File: config.mk
export PLATFORM = sky130hd
export DESIGN_NAME = execute_stage
export DESIGN_NICKNAME = d
export VERILOG_FILES = /design/src/rtl/execute_stage.sv
export SDC_FILE = /design/constraint.sdc
export NUM_CORES = 1
export LEC_CHECK = 0
export ABC_AREA = 0
export CAP_MARGIN = 20
export CORE_MARGIN = 4
export CORE_UTILIZATION = 46
export DETAILED_ROUTE_END_ITERATION = 12
export PLACE_DENSITY_LB_ADDON = 0.3
export RECOVER_POWER = 50
export SYNTH_ARGS = -nofsm -noshare
export SYNTH_HDL_FRONTEND = slang
export SYNTH_SLANG_ARGS = --single-unit
export TNS_END_PERCENT = 5
File: constraint.sdc
create_clock -name clk -period 7.81 [get_ports clk]
set_clock_uncertainty 0.2 [all_clocks]
set_input_delay 1.562 -clock clk [delete_from_list [all_inputs] [get_ports clk]]
set_output_delay 1.562 -clock clk [all_outputs]
set_load 0.05 [all_outputs]
File: src/rtl/execute_stage.sv
// EX stage of the RV32I pipeline: operand forwarding, ALU, branch/jump redirect,
// and the EX/MEM pipeline register feeding the MEM stage and the forwarding unit.
module execute_stage #(
   parameter int XLEN = 32
) (
   input  logic            clk,
   input  logic            rst,
   input  logic [XLEN-1:0] RD1E,
   input  logic [XLEN-1:0] RD2E,
   input  logic [XLEN-1:0] ImmExtE,
   input  logic [XLEN-1:0] PCE,
   input  logic [XLEN-1:0] PCPlus4E,
   input  logic [4:0]      RdE,
   input  logic            RegWriteE,
   input  logic            MemWriteE,
   input  logic            ResultSrcE,
   input  logic            ALUSrcE,
   input  logic            BranchE,
   input  logic            JumpE,
   input  logic [2:0]      ALUControlE,
   input  logic [1:0]      ForwardAE,
   input  logic [1:0]      ForwardBE,
   input  logic [XLEN-1:0] ResultW,
   output logic            PCSrcE,
   output logic [XLEN-1:0] PCTargetE,
   output logic [XLEN-1:0] ALUResultM,
   output logic [XLEN-1:0] WriteDataM,
   output logic [XLEN-1:0] PCPlus4M,
   output logic [4:0]      RdM,
   output logic            RegWriteM,
   output logic            MemWriteM,
   output logic            ResultSrcM
);

   logic [XLEN-1:0] src_a, fwd_b, src_b, alu_result;
   logic            zero;

   logic [XLEN-1:0] alu_result_d, alu_result_q;
   logic [XLEN-1:0] write_data_d, write_data_q;
   logic [XLEN-1:0] pc_plus4_d, pc_plus4_q;
   logic [4:0]      rd_d, rd_q;
   logic            reg_write_d, reg_write_q;
   logic            mem_write_d, mem_write_q;
   logic            result_src_d, result_src_q;

   // Select 10 feeds back this stage's own registered result (immediately older instruction).
   always_comb begin
      src_a = RD1E;
      case (ForwardAE)
         2'b01:   src_a = ResultW;
         2'b10:   src_a = alu_result_q;
         default: src_a = RD1E;
      endcase
      fwd_b = RD2E;
      case (ForwardBE)
         2'b01:   fwd_b = ResultW;
         2'b10:   fwd_b = alu_result_q;
         default: fwd_b = RD2E;
      endcase
      src_b = ALUSrcE ? ImmExtE : fwd_b;
   end

   always_comb begin
      alu_result = '0;
      case (ALUControlE)
         3'b000:  alu_result = src_a + src_b;
         3'b001:  alu_result = src_a - src_b;
         3'b010:  alu_result = src_a & src_b;
         3'b011:  alu_result = src_a | src_b;
         3'b100:  alu_result = src_a ^ src_b;
         3'b101:  alu_result = {{(XLEN-1){1'b0}}, ($signed(src_a) < $signed(src_b))};
         3'b110:  alu_result = src_a << src_b[4:0];
         default: alu_result = '0;
      endcase
      zero = (alu_result == '0);
   end

   assign PCTargetE = PCE + ImmExtE;
   assign PCSrcE    = JumpE | (BranchE & zero);

   always_comb begin
      alu_result_d = alu_result;
      write_data_d = fwd_b;
      pc_plus4_d   = PCPlus4E;
      rd_d         = RdE;
      reg_write_d  = RegWriteE;
      mem_write_d  = MemWriteE;
      result_src_d = ResultSrcE;
   end

   always_ff @(posedge clk) begin
      if (!rst) begin
         alu_result_q <= '0;
         write_data_q <= '0;
         pc_plus4_q   <= '0;
         rd_q         <= '0;
         reg_write_q  <= 1'b0;
         mem_write_q  <= 1'b0;
         result_src_q <= 1'b0;
      end else begin
         alu_result_q <= alu_result_d;
         write_data_q <= write_data_d;
         pc_plus4_q   <= pc_plus4_d;
         rd_q         <= rd_d;
         reg_write_q  <= reg_write_d;
         mem_write_q  <= mem_write_d;
         result_src_q <= result_src_d;
      end
   end

   assign ALUResultM = alu_result_q;
   assign WriteDataM = write_data_q;
   assign PCPlus4M   = pc_plus4_q;
   assign RdM        = rd_q;
   assign RegWriteM  = reg_write_q;
   assign MemWriteM  = mem_write_q;
   assign ResultSrcM = result_src_q;

endmodule

==> Word level (Yosys, flattened, before mapping) <==
Cells that the tools add are included.
{ "word_totals": {"word_cells": 33, "register_bits": 104} }
{ "op_classes": {"n_reduce_logical": 2, "n_addsub": 3, "bitwise": 5, "n_eq_ne": 10, "n_mux": 4, "shift": 1, "n_lt_le_gt_ge": 1} }
{ "ops": {"columns": ["op", "n"], "rows": [
  ["$pmux W32 S7", 1],
  ["$pmux W32 S2", 2],
  ["$add A32 B32 Y32", 2],
  ["$and A32 B32 Y32", 1],
  ["$logic_not A32 Y1", 1],
  ["$lt A32 B32 Y1", 1],
  ["$mux W32", 1],
  ["$or A32 B32 Y32", 1],
  ["$shl A32 B5 Y32", 1],
  ["$sub A32 B32 Y32", 1],
  ["$xor A32 B32 Y32", 1],
  ["$eq A3 B3 Y1 const B", 3],
  ["$eq A3 B2 Y1 const B", 2],
  ["$eq A2 B1 Y1 const B", 2],
  ["$eq A2 B2 Y1 const B", 2],
  ["$eq A3 B1 Y1 const B", 1],
  ["$logic_not A3 Y1", 1],
  ["$and A1 B1 Y1", 1],
  ["$or A1 B1 Y1", 1]
]} }

==> Longest topological paths before layout <==
{ "logic_depth": {"word_depth": 8, "depth_mapped": 23, "depth_no_buf": 19} }

==> Least setup slack after synthesis <==
OpenSTA, ideal clock, no wires.
{ "synth_timing": {"path_kind": "input port to output port", "from": "input ForwardBE[0]", "to": "output PCSrcE", "path_slack_ns": -1.060, "t_required_ns": 6.048, "arrival_ns": 7.108, "stages": 20, "cell_sequence": "inv_1 > ha_1 > buf_2 > clkbuf_1 > clkbuf_1 > buf_1 > nor2_1 > a21oi_1 > o21ai_0 > ha_1 > nor4_1 > o2111ai_1 > a2111oi_0 > nor3_1 > o31a_1 > a221o_1 > a211o_1 > a2111oi_0 > nand4_1 > o41ai_2"} }
{ "synth_between": {"elab_chain_cells": 8, "elab_cells_between_ends": 15, "classes_between": "add/sub (2); order compare (1); eq/ne (2); shift (1); mux (3); bitwise (5); reduce/logical (1)"} }
{ "synth_lines": {"columns": ["item", "line_no", "rtl"], "rows": [
  ["start: declaration", "22", "input logic [1:0] ForwardBE,"],
  ["$eq A2 B2 Y1 / $eq A2 B1 Y1 (equally long branches)", "55", "case (ForwardBE)"],
  ["$pmux W32 S2 (*)", "55", null],
  ["$mux W32 (*)", "60", "src_b = ALUSrcE ? ImmExtE : fwd_b;"],
  ["$sub A32 B32 Y32, or another cell as far along", "67", "3'b001: alu_result = src_a - src_b;"],
  ["$pmux W32 S7 (*)", "65", "case (ALUControlE)"],
  ["$logic_not A32 Y1 (*)", "75", "zero = (alu_result == '0);"],
  ["$and A1 B1 Y1 (*)", "79", "assign PCSrcE = JumpE | (BranchE & zero);"],
  ["$or A1 B1 Y1 (*)", "79", null],
  ["end: declaration", "24", "output logic PCSrcE,"]
]} }
Mark *: on every way between the ends. The rest lies on a longest branch, timed or not.

==> Worst setup path after layout <==
{ "layout_timing": {"from": "input ForwardBE[1]", "to": "output PCSrcE"} }
The elaborated chain is that of the path after synthesis.

==> metrics.md <==
| Metric | Value |
|---|---|
| I/O Pins | 349 |
| Share of the synthesized area in the top cell type | 15.75% |
| Die Wd | 177.5 um |
| Area grow syn2layout | 64.35% |
| Worst setup EP type | output pin |
| CTS root buffer | clkbuf_16 |
| Post-synthesis cell type count | 86 |
| Final ANT Viol Nets | 0 |
| Cells along the critical path | buf_8 > buf_6 > ha_4 > buf_4 > nor2b_1 > o31a_1 > buf_4 > inv_2 > ha_2 > inv_1 > a221o_1 > a311oi_2 > buf_4 > o21ai_4 > a31oi_4 > mux2i_1 > o211ai_1 > a211o_1 > nor4bb_2 > nand4_1 > o41ai_4 > buf_12 |
| Total power | 3855 uW |
| Startpoint Class | input pin |
| RSZ-0062 raised after global routing | yes |
| Leakage | 0.009629 uW |
| Layout cell share with drive strength beyond 1 | 26.09% |
| Crit. Startpoint | ForwardBE[1] |
| Vias in the first global route | 18620 |
| Worst Path Max Fanout | 12 |
| Max Slew Vio Count | 107 |
| VDD IR max | 0.0001153 V |
| Congestion Overflow GR | 0 |
| Failing checks | max-capacitance violations, max-slew violations, negative setup slack |
| Largest net degree at the start of global routing | 74 |
| PwrDens | 177.5 nW/um^2 |
| TritonCTS Buffers | 9 |
| First-pass GRT wire length | 109700 um |
| Post-synthesis cell area | 13220 sq um |
| Setup Crit Path Kind | input pin to output pin |
| Setup ws final | -437.0 ps |
| Gr usage total | 44.96% |
| Yosys top cell by area | dfxtp_1 |
| Slew Limit Headroom | -85.10% |
| MaxCap Viol Count | 2 |
| Max Freq | 121.3 MHz |
| Clk slew on worst S/H paths | 90 ps |
| Critical path's most frequent cell | buf_4 |
| Storage element area | 2082 sq um |
| Worst Max-Slew Pin Slew | 2776 ps |
| GP Congestion | 1.083 |
| Vias per cell | 6.338 |
| Clock Path Buffers | 2 |
| Hold WC Path Type | flop to flop |
| Mean Syn Cell Area | 7.137 sq um |
| Synth area leaders | dfxtp_1 (16%), ha_1 (13%), a21oi_1 (5.3%), nor2_1 (4.8%), o21ai_0 (4.3%) |
| Critical Path Slowest Stage Cell | a311oi_2 |
| Req. time, crit path | 6050 ps |
| Min-delay src | ALUResultM[30] |
| Cells after synthesis | 1852 |
| Initial antenna violation count | 5 |
| DR DRC count | 0 |
| CTS tree | built |
| # setup viols final | 1 |
| Fill cells | 2052 |
| Total routed wirelength | 75390 um |
| First DRT Iteration DRCs | 2428 |
| CTS Hold Bufs | 0 |
| Die area | 31510 sq um |
| H-tree depth | 3 |
| Count of input and output buffers | 348 |
| CTS Sinks | 104 |
| Seq/Total Area, Yosys | 15.75% |
| Clock Latency Late Sink | 370 ps |
| Die height | 177.5 um |
| Placed Cells | 2936 |
| #FFs+latches synth | 104 |
| Multi-input logic area | 10910 sq um |
| Hold Violations, Final | 0 |
| Net count of the mapped netlist | 2208 |
| Area of the core | 28090 sq um |
| Fin util | 77.34% |
| Post-DP HPWL | 58940 um |
| Final worst path period share | 105.6% |
| Synth warnings | 0 |
| Cell area after placement | 20470 sq um |
| Final Instance Area | 21720 sq um |
| Outcome | complete, but fails checks |
| Crit path largest cell delay | 450 ps |
| R2r startpoint | ALUResultM[0] |
| Layout Nets | 2954 |
| Synth async-reset ratio | 0% |
| Num rows | 61 |
| Arr. time, crit path | 6480 ps |
| Initial core utilization | 47.06% |
| Non-filler cells, final | 2982 |
| Initial DRT Pass Iterations | 6 |
| Routed WL per cell | 25.28 um |
| Vias | 18900 |
| EDFF count, synth | 0 |
| Min Tclk post-route | 8247 ps |
| Ys flop type | dfxtp_1 |
per-layer routing:
metal	up-vias	track usage (%)	wire (um)
li1	8274	-	-
met1	8694	50.01	25880
met2	1445	71.45	32590
met3	479	13.87	9031
met4	8	34.87	7843
met5	-	0	55
critical path: cells and delay by family:
kind / cells / cell delay, ps
AO/OA/AOI/OAI: 8 / 2370
adder cells (fa/ha/maj): 2 / 510
buffers and inverters: 8 / 1160
multiplexers: 1 / 250
AND/OR/NAND/NOR: 3 / 630
report_power, final:
part | internal [uW] | leakage [uW] | switching (uW)
Clock | 231 | 0.000150 | 260
Combinational | 1180 | 0.00862 | 1560
Sequential | 578 | 0.000862 | 42.8
through the flow:
step	setup TNS, ps	setup slack [ps]	hold slack, ps
global placement	-1010	-1010	504.9
floorplan	0	3.524	774.1
detailed placement	-1027	-1027	542.4
finish	-437.0	-437.0	579.1
global route	-475.2	-475.2	642.3
CTS	-321.3	-321.3	567.7
final timing paths:
kind | cells past startpoint | slack, ps | endpoint
setup / recovery | 22 | -440 | PCSrcE
hold / removal | 4 | 580 | WriteDataM[30]
setup reg to reg | 20 | 2860 | ALUResultM[30]
hold reg to reg | 4 | 580 | WriteDataM[30]
sequential cells by signal (all words and copies together), names as in the netlist:
name / count
ALUResultM: 32
PCPlus4M: 32
WriteDataM: 32
RdM: 5
MemWriteM: 1
RegWriteM: 1
ResultSrcM: 1
cell families (layout without fill, tap and decap cells):
group                      after synthesis  count (layout)  synth area share (%)
AOI/OAI and AO/OA                      628             628                 32.17
xor gates and xnor gates                41              41                 2.717
adders and majority gates              144             144                 13.80
buffers and inverters                  248             999                 7.270
DFF                                    104             104                 15.75
muxes                                   59              59                 4.809
other                                    0               1                     0
and+or+nand+nor                        628             628                 23.49
layout make-up:
type	count	area share [%]
Clock inverter	7	0.3744
Multi-Input combinational cell	1500	50.24
Antenna cell	1	0.01152
Timing Repair Buffer	855	34.35
Sequential cell	104	9.584
Clock buffer	9	1.037
Tap cell	378	2.177
Inverter	128	2.223
repair_timing:
action	in CTS	in global routing
setup buffers	22	6
endpoints found under the hold margin	0	0
setup endpoints to repair	1	2
cloned	1	0
gates resized for setup	131	42
pin swaps	39	21
cell usage after synthesis (9+ instances only):
| cell | number |
|---|---|
| mux2_2 | 15 |
| nor3_1 | 52 |
| nor2b_1 | 60 |
| a2111oi_0 | 9 |
| ha_1 | 141 |
| nand2_1 | 141 |
| a22oi_1 | 55 |
| nand4_1 | 18 |
| nand3_1 | 35 |
| nor4_1 | 16 |
| o21a_1 | 11 |
| buf_2 | 11 |
| inv_1 | 124 |
| o211ai_1 | 21 |
| xnor2_1 | 30 |
| dfxtp_1 | 104 |
| a221oi_1 | 20 |
| o22ai_1 | 35 |
| o21ai_0 | 113 |
| buf_1 | 14 |
| or3_1 | 10 |
| mux2i_1 | 41 |
| and3_1 | 14 |
| clkbuf_1 | 92 |
| o21bai_1 | 13 |
| o221ai_1 | 13 |
| a21o_1 | 20 |
| xor2_1 | 11 |
| nor2_1 | 168 |
| nand2b_1 | 18 |
| or2_2 | 10 |
| o31ai_1 | 13 |
| o21ai_1 | 18 |
| a211oi_1 | 28 |
| and2_1 | 59 |
| a21oi_1 | 141 |
| a221o_1 | 27 |
cells in the final DEF (no fill, tap or decap), drive strengths merged, types with 52 or more instances in the layout:
cell type and instances:
buf 511, clkdlybuf4s50 287, nor2 168, nand2 141, a21oi 141, ha 141, inv 132, o21ai 131
dfxtp 104, nor2b 60, and2 59, a22oi 55, nor3 52
(Power assumes the default switching activity.)
